**src/rtl/snn_pkg.sv**
```systemverilog
// Shared types and helpers for the spike event encoder.
// - NUM_CORES / NUM_NEURONS / IDX_W / FIFO_DEPTH / CNT_W : block dimensions
// - spike_evt_t  : one address event {core, neuron index}
// - enc_state_t  : scanner FSM states
// - lowest_set() : priority encoder returning the lowest set bit index
package snn_pkg;

  localparam int unsigned NUM_CORES   = 2;
  localparam int unsigned NUM_NEURONS = 256;
  localparam int unsigned IDX_W       = $clog2(NUM_NEURONS);
  localparam int unsigned FIFO_DEPTH  = 16;
  localparam int unsigned CNT_W       = 16;

  typedef struct packed {
    logic             core;
    logic [IDX_W-1:0] idx;
  } spike_evt_t;

  typedef enum logic [0:0] {ENC_IDLE, ENC_SCAN} enc_state_t;

  // Walk from the top down so the lowest set bit is the last one to win.
  // Returns 0 for an all-zero vector; callers test for zero separately.
  function automatic logic [IDX_W-1:0] lowest_set(input logic [NUM_NEURONS-1:0] vec);
    logic [IDX_W-1:0] idx;
    idx = '0;
    for (int i = NUM_NEURONS - 1; i >= 0; i--) begin
      if (vec[i]) idx = IDX_W'(i);
    end
    return idx;
  endfunction

endpackage

```
**src/rtl/spike_evt_fifo.sv**
```systemverilog
// Show-ahead event FIFO.
// - wb_clk_i / wb_rst_i : clock, asynchronous active-high reset
// - push / push_data    : write request and event; ignored when full
// - pop                 : read request; ignored when empty
// - pop_data            : event at the head (valid while !empty)
// - empty / full        : occupancy flags
module spike_evt_fifo
  import snn_pkg::*;
#(
  parameter int unsigned DEPTH = 16
) (
  input  logic       wb_clk_i,
  input  logic       wb_rst_i,
  input  logic       push,
  input  spike_evt_t push_data,
  input  logic       pop,
  output spike_evt_t pop_data,
  output logic       empty,
  output logic       full
);

  localparam int unsigned AW = $clog2(DEPTH);

  // Extra MSB on each pointer distinguishes full from empty.
  logic [AW:0] wr_ptr;
  logic [AW:0] rd_ptr;
  spike_evt_t  mem [DEPTH];
  logic        do_push;
  logic        do_pop;

  assign empty    = (wr_ptr == rd_ptr);
  assign full     = (wr_ptr[AW] != rd_ptr[AW]) && (wr_ptr[AW-1:0] == rd_ptr[AW-1:0]);
  assign do_push  = push && !full;
  assign do_pop   = pop && !empty;
  assign pop_data = mem[rd_ptr[AW-1:0]];

  always_ff @(posedge wb_clk_i or posedge wb_rst_i) begin
    if (wb_rst_i) begin
      wr_ptr <= '0;
      rd_ptr <= '0;
      // Cleared so the head output reads zero after reset.
      for (int i = 0; i < int'(DEPTH); i++) mem[i] <= '0;
    end else begin
      if (do_push) begin
        mem[wr_ptr[AW-1:0]] <= push_data;
        wr_ptr              <= wr_ptr + 1'b1;
      end
      if (do_pop) rd_ptr <= rd_ptr + 1'b1;
    end
  end

endmodule

```
**src/rtl/spike_event_encoder.sv**
```systemverilog
// Converts per-core spike vectors into a serial {core_id, neuron_idx} event stream.
// - wb_clk_i / wb_rst_i  : clock, asynchronous active-high reset
// - enable_calc_i[k]     : calc-step pulse; snapshots spike_neuron_k_i if core k is idle
// - spike_neuron_0/1_i   : per-core spike vectors, bit n = neuron n
// - evt_valid_o / evt_ready_i / evt_data_o : event stream, {core, idx}
// - frame_done_o[k]      : one-cycle pulse when core k's scan finishes
// - busy_o               : a snapshot is pending or the scanner is active
// - overrun_cnt_o        : saturating count of enable pulses dropped while pending
module spike_event_encoder
  import snn_pkg::*;
(
  input  logic                   wb_clk_i,
  input  logic                   wb_rst_i,
  input  logic [NUM_CORES-1:0]   enable_calc_i,
  input  logic [NUM_NEURONS-1:0] spike_neuron_0_i,
  input  logic [NUM_NEURONS-1:0] spike_neuron_1_i,
  output logic                   evt_valid_o,
  input  logic                   evt_ready_i,
  output logic [IDX_W:0]         evt_data_o,
  output logic [NUM_CORES-1:0]   frame_done_o,
  output logic                   busy_o,
  output logic [CNT_W-1:0]       overrun_cnt_o
);

  enc_state_t             state;
  logic                   act;
  logic                   last_core;
  logic [NUM_CORES-1:0]   pend;
  logic [NUM_NEURONS-1:0] snap     [NUM_CORES];
  logic [NUM_NEURONS-1:0] spike_in [NUM_CORES];

  logic [NUM_NEURONS-1:0] snap_act;
  logic [IDX_W-1:0]       scan_idx;
  logic                   scan_hit;
  logic                   scan_end;
  logic                   fifo_full;
  logic                   fifo_empty;
  logic                   push;
  spike_evt_t             push_evt;
  spike_evt_t             head_evt;

  logic [1:0]             drop_cnt;
  logic [CNT_W:0]         cnt_sum;
  logic [CNT_W-1:0]       cnt_next;

  assign spike_in[0] = spike_neuron_0_i;
  assign spike_in[1] = spike_neuron_1_i;

  assign snap_act = snap[act];
  assign scan_idx = lowest_set(snap_act);
  assign scan_hit = (state == ENC_SCAN) && (snap_act != '0);
  assign scan_end = (state == ENC_SCAN) && (snap_act == '0);
  assign push     = scan_hit && !fifo_full;
  assign push_evt = '{core: act, idx: scan_idx};

  // Both cores may drop a pulse on the same edge, so the increment is 0..2.
  assign drop_cnt = {1'b0, enable_calc_i[0] & pend[0]} + {1'b0, enable_calc_i[1] & pend[1]};
  assign cnt_sum  = {1'b0, overrun_cnt_o} + (CNT_W + 1)'(drop_cnt);
  assign cnt_next = cnt_sum[CNT_W] ? '1 : cnt_sum[CNT_W-1:0];

  assign busy_o      = (|pend) || (state != ENC_IDLE);
  assign evt_valid_o = !fifo_empty;
  assign evt_data_o  = head_evt;

  always_ff @(posedge wb_clk_i or posedge wb_rst_i) begin
    if (wb_rst_i) begin
      state         <= ENC_IDLE;
      act           <= 1'b0;
      last_core     <= 1'b1;
      pend          <= '0;
      frame_done_o  <= '0;
      overrun_cnt_o <= '0;
      for (int k = 0; k < int'(NUM_CORES); k++) snap[k] <= '0;
    end else begin
      frame_done_o  <= '0;
      overrun_cnt_o <= cnt_next;

      // A pending core is never re-captured, so this cannot race the scan clear below.
      for (int k = 0; k < int'(NUM_CORES); k++) begin
        if (enable_calc_i[k] && !pend[k]) begin
          snap[k] <= spike_in[k];
          pend[k] <= 1'b1;
        end
      end

      case (state)
        ENC_IDLE: begin
          if (|pend) begin
            // Both pending: alternate away from the core served last.
            act   <= (&pend) ? ~last_core : pend[1];
            state <= ENC_SCAN;
          end
        end
        ENC_SCAN: begin
          if (scan_end) begin
            frame_done_o[act] <= 1'b1;
            pend[act]         <= 1'b0;
            last_core         <= act;
            if (pend[~act]) act <= ~act;
            else state <= ENC_IDLE;
          end else if (push) begin
            snap[act][scan_idx] <= 1'b0;
          end
        end
        default: state <= ENC_IDLE;
      endcase
    end
  end

  spike_evt_fifo #(
    .DEPTH(FIFO_DEPTH)
  ) u_fifo (
    .wb_clk_i (wb_clk_i),
    .wb_rst_i (wb_rst_i),
    .push     (push),
    .push_data(push_evt),
    .pop      (evt_ready_i),
    .pop_data (head_evt),
    .empty    (fifo_empty),
    .full     (fifo_full)
  );

endmodule

```
**config.mk**
```make
export PLATFORM = sky130hd
export DESIGN_NAME = spike_event_encoder
export DESIGN_NICKNAME = d
export VERILOG_FILES = /design/src/rtl/snn_pkg.sv /design/src/rtl/spike_evt_fifo.sv /design/src/rtl/spike_event_encoder.sv
export SDC_FILE = /design/constraint.sdc
export NUM_CORES = 2
export LEC_CHECK = 0
export ABC_CLOCK_PERIOD_IN_PS = 31100
export CAP_MARGIN = 10
export CORE_MARGIN = 2
export CORE_UTILIZATION = 41
export CTS_BUF_LIST = sky130_fd_sc_hd__clkbuf_4
export CTS_CLUSTER_DIAMETER = 40
export DETAILED_ROUTE_END_ITERATION = 6
export PLACE_DENSITY = 0.74
export REMOVE_ABC_BUFFERS = 1
export SYNTH_ARGS = -nofsm -noshare
export SYNTH_HDL_FRONTEND = slang
export SYNTH_SLANG_ARGS = --single-unit
```
**constraint.sdc**
```tcl
create_clock -name wb_clk_i -period 31.1 [get_ports wb_clk_i]
set_clock_uncertainty 0.2 [all_clocks]
set_input_delay 4.665 -clock wb_clk_i [delete_from_list [all_inputs] [get_ports wb_clk_i]]
set_output_delay 4.665 -clock wb_clk_i [all_outputs]
set_load 0.01 [all_outputs]
```
* After elaboration in Yosys (flattened, before gate mapping)
Index checks and enable logic that the tools add are counted.
** Word-level totals
- Logic and storage cells :: 391
- Register bits after elaboration :: 689
- Input bits :: 517
- Output and inout port bits :: 29
** Cells by class
- Equal/unequal tests :: 6
- Bitwise logic cells :: 12
- Reductions and logical operators :: 23
- $add $sub $neg :: 4
- Mux-type cells :: 294
- $lt $le $gt $ge :: 10
** Operator list (count)
- $mux 8 :: 256
- $mux 256 :: 6
- $mux 512 :: 3
- $and 512x512->512 :: 1
- $not 512->512 :: 1
- $demux 256 s1 :: 1
- $logic_not 256->1 :: 1
- $reduce_bool 256->1 :: 1
- $bwmux 144 :: 1
- $bmux 9 s4 :: 1
- $demux 9 s4 :: 1
- $mux 9 :: 3
- $add 16x2->17 :: 1
- $mux 16 :: 1
- $mux 1 :: 13
- $logic_and 1x1->1 :: 12
- $add 5x1->5 const B :: 2
- $ge 5x5->1 const B :: 2
- $not 4->5 :: 2
- $lt 8x9->1 const B :: 1
- $demux 1 s8 :: 1
- $ge 8x1->1 const B :: 1
- $mux 2 :: 4
- $eq 5x5->1 :: 1
- 22 further kinds :: 32

* Depth between registers and ports, before layout
- Depth after elaboration :: 271
- Depth in mapped cells :: 21
- Mapped depth without buffers :: 10

* Cells and area by module
A second synthesis with hierarchy kept.
** Second synthesis, totals
- Cell total of the unflattened synthesis :: 3771
- Area total of the unflattened synthesis :: 38428.1 um2
** Modules (own cells, without submodules)
- spike_event_encoder :: seq. area each 13389.1 um2, area an instance 31028.5 um2, cells each 3266, times used 1
- spike_evt_fifo :: seq. area each 3853.7 um2, area an instance 7399.6 um2, cells each 505, times used 1

* Worst setup path before layout
No wires, ideal clock.
- Path type :: register to output
- Start :: register u_fifo.rd_ptr[0]
- End :: output port evt_data_o[8]
- Setup slack :: 23736 ps
- Arrival time :: 2499 ps
- Buffers on the path :: 2
- Cell stages (with the launch flop) :: 5
- Required time :: 26235 ps
- Cells stage by stage :: dfrtp_1 buf_1 buf_1 mux4_2 mux4_2
** Between the ends
- Longest elaborated chain between the ends :: 4
** Ends and longest elaborated chain
- start: declaration :: RTL line spike_evt_fifo.sv:26 : logic [AW:0] rd_ptr;
- start signal: assignment :: RTL line spike_evt_fifo.sv:48 : if (do_pop) rd_ptr <= rd_ptr + 1'b1;
- $not 4->5 (implied by the code) :: RTL line spike_evt_fifo.sv:35 : assign pop_data = mem[rd_ptr[AW-1:0]];
- $bmux 9 s4 :: RTL line spike_evt_fifo.sv:35
- $mux 9 (implied by the code) (2 in series) :: RTL line spike_evt_fifo.sv:35
- end: declaration :: RTL line spike_event_encoder.sv:19 : output logic [IDX_W:0] evt_data_o,
No other way between the ends. The select of a mux whose other input is x is not followed.

* Worst setup path in the final report
- Start :: register u_fifo.rd_ptr[0]
- End :: output port evt_data_o[0]
The elaborated chain is that of the path after synthesis.

==> run summary <==
layout cells sized above 1: 15.1%
Tot GR Track Use: 31.5%
status: finished, violations left
Sw Share: 40.9%
Post-synth EDFFs: 0
post-synthesis sequential area ratio: 45.3%
max_cap viols: 0
Num CTS Buffers: 186
Max Slew Vio Count: 0
PD cells: 68.2 nW/um2
logic gate share of total power: 36.5%
Crit Path Max Fanout: 40
largest net degree at the start of global routing: 178
post-detail-place hpwl: 111 mm
fillers: 8,305
most common cell in the netlist: dfrtp_1
Worst-Margin Slew: 1.36 ns
Post-Syn Instances: 3,727
largest family of logic cells by synthesized area: multiplexers
routability cong.: 0.956
Vias: 34,700
TritonRoute pass-1 iters: 7
internal power: 1.89 mW
failing checks: design-rule violations
core box area: 91,800 um2
Yosys reg bits: 689
post_cts resized: 0
synth cell count leaders: dfrtp_1 (688), a21oi_1 (611), mux2i_1 (455)
Synth cell types: 104
IO buf count: 545
CTS tree: yes
Total Power: 3.19 mW
GRT Residual Overflow: 0
Synth Flop Type: dfrtp_1
Synth Warn #: 0
overall die height: 309 um
mux share of post-synthesis cell area: 19.2%
setup tns final: 0 ns
clock sinks: 689
initial antenna violation count: 18
post-route ant nets: 0
Final Hold Viols: 0
Clk network pwr share: 25.9%
critical path arrival: 3.76 ns
Post-Synth XOR/XNOR Area: 0.529%
Slew HR: 8.85%
DR DRC count: 1
CP Launch Type: flop
routed vias/inst: 6.12
die area: 95,300 um2
clock tree buffer depth: 3
final setup vio count: 0
Initial Util: 41.4%
Critical Path RT: 26.24 ns
num rows: 111
Peak VDD IR: 0.0000602 V
unrepaired setup endpoints after global routing: false
final period utilization: 27.7%
drt initial violations: 3,986
final core occ: 51.0%
largest cells by area after synthesis: dfrtp_1 (45%), mux2i_1 (12%), a21oi_1 (8.0%), mux2_2 (4.4%), nor3_1 (3.1%)
Setup Fix Bufs, Post-CTS: 0
Post-synth ARST share: 100%
Sequential Area: 17,200 um2
post-synthesis cell area: 38,000 um2
Adder-Cell Fraction of Synth Area: 0.250%
Yosys top cell area share: 45.2%
Static Leak: 18.2 nW
cell accounting for the most synthesized area: dfrtp_1
cts hold-fix bufs: 0
fin nets: 4,804
crit end category: output pin
width of the die: 309 um
clock period minus worst slack: 8.62 ns
CP Class: reg -> out
drt wl/cell: 27.0 um
vias in the first global route: 34,500
Worst-Skew Late Latency: 1.12 ns
switching power total: 1.31 mW
Max Clk Rate: 116 MHz
area fraction in compound gates after synthesis: 16.1%
Min-Delay Path Class: reg -> reg
CTS root buf: clkbuf_4
clock-pin slew on the worst setup and hold paths: 0.07 ns
final instance area: 46,800 um2
Post-Synthesis Mean Instance Area: 10.2 um2
share of power burned in registers: 37.6%
Layout area overhead: 23.1%
area occupied by multi-input gates: 19,400 um2
# H-tree levels: 4
final wirelength: 153 mm
first-pass GRT wire length: 221 mm
simple-gate share of the synthesized area: 14.6%
# IOs: 546
post-place instance area: 44,500 um2
-- kinds of logic after synthesis --
family	after synthesis
AOI/OAI and AO/OA	1030
xor gates and xnor gates	23
adders and majority gates	7
buffers and inverters	326
DFF	689
muxes	654
and+or+nand+nor	998
-- placed cells by master (no fill, tap or decap), types with 9 or more instances in the layout --
cell type        count
mux4_2              45
a31oi_1             76
nor3_1             237
a2111oi_0           11
or3_1               35
a211oi_1            34
nor2b_1             54
inv_1               87
o22ai_1             63
o32a_1              11
xnor2_1             11
o31ai_1             22
buf_4               53
a21oi_1            610
nor4_1              28
a22oi_1             10
nor3_2              16
or3b_2               9
mux2_2             150
and2_1              16
nand3_1             20
nand2_1             53
o221ai_1             9
nand4_1             11
clkdlybuf4s50_1    545
clkbuf_4           272
or2_2               28
nor2_1             251
diode_2             19
o21ai_0             53
o211ai_1            15
xor2_1              12
nand2b_1            33
nor3b_1            119
dfrtp_1            685
o21bai_1             9
mux2i_1            455
clkinv_1            22
nand2_2             12
-- worst max-delay path, stage by stage, from the launching register on --
cell             delay, ns
dfrtp_2               0.34
buf_4                 0.61
mux4_2                0.65
mux4_2                0.51
clkdlybuf4s50_1       0.50
-- path summary, 6_finish.rpt --
check	slack, ns	endpoint	depth (start not counted)	from
min reg2reg	0.29	u_fifo.rd_ptr[4]$_DFFE_PP0P_	1	u_fifo.rd_ptr[4]$_DFFE_PP0P_
min	0.29	u_fifo.rd_ptr[4]$_DFFE_PP0P_	1	u_fifo.rd_ptr[4]$_DFFE_PP0P_
max reg2reg	23.17	snap[491]$_DFF_PP0_	14	act$_DFFE_PP0P_
max in group asynchronous	23.14	snap[156]$_DFF_PP0_	6	wb_rst_i
min in group asynchronous	3.88	snap[283]$_DFF_PP0_	2	wb_rst_i
max	22.48	evt_data_o[0]	4	u_fifo.rd_ptr[0]$_DFFE_PP0P_
-- power by group through the flow --
stage | logic, mW | registers [mW] | clock network [mW]
6_report | 1.17 | 1.20 | 0.827
5_1_grt | 1.22 | 1.22 | 0.885
4_1_cts | 1.14 | 1.19 | 0.836
3_5_place_dp | 1.14 | 1.21 | 0
3_3_place_gp | 1.12 | 1.20 | 0
2_1_floorplan | 0.622 | 1.18 | 0
-- stage by stage --
step	hold WS, ns	cells	worst slack (ns)
2_1_floorplan	0.259	3490	6.92
3_3_place_gp	0.269	5334	21.84
3_5_place_dp	0.280	5334	21.77
4_1_cts	0.294	5647	22.37
5_1_grt	0.313	5655	22.31
6_report	0.294	5667	22.48
-- routing by layer --
metal  track usage, %  vias to the layer above  wire length (um)
li1                 -                    15100                 -
met1             39.9                    17100             59300
met2             49.1                     1966             69400
met3             7.61                      488             15100
met4             18.1                       26              9150
met5                0                        -               165
-- final cells by class --
class,instances,share of cell area [%]
clock inverters,41,0.596
repair buffers,602,12.7
multi-input cells,2712,41.4
well taps,1243,3.32
inverters,89,0.729
diodes,19,0.102
flip-flops and latches,689,36.8
clock buffers,272,4.36
-- registers in the layout (all words and copies together) (netlist names) --
| name | cells |
|---|---|
| state | 1 |
| u_fifo.wr_ptr | 5 |
| last_core | 1 |
| pend | 2 |
| act | 1 |
| frame_done_o | 2 |
| snap | 512 |
| u_fifo.rd_ptr | 5 |
| u_fifo.mem | 144 |
| overrun_cnt_o | 16 |
(Power assumes the default switching activity.)
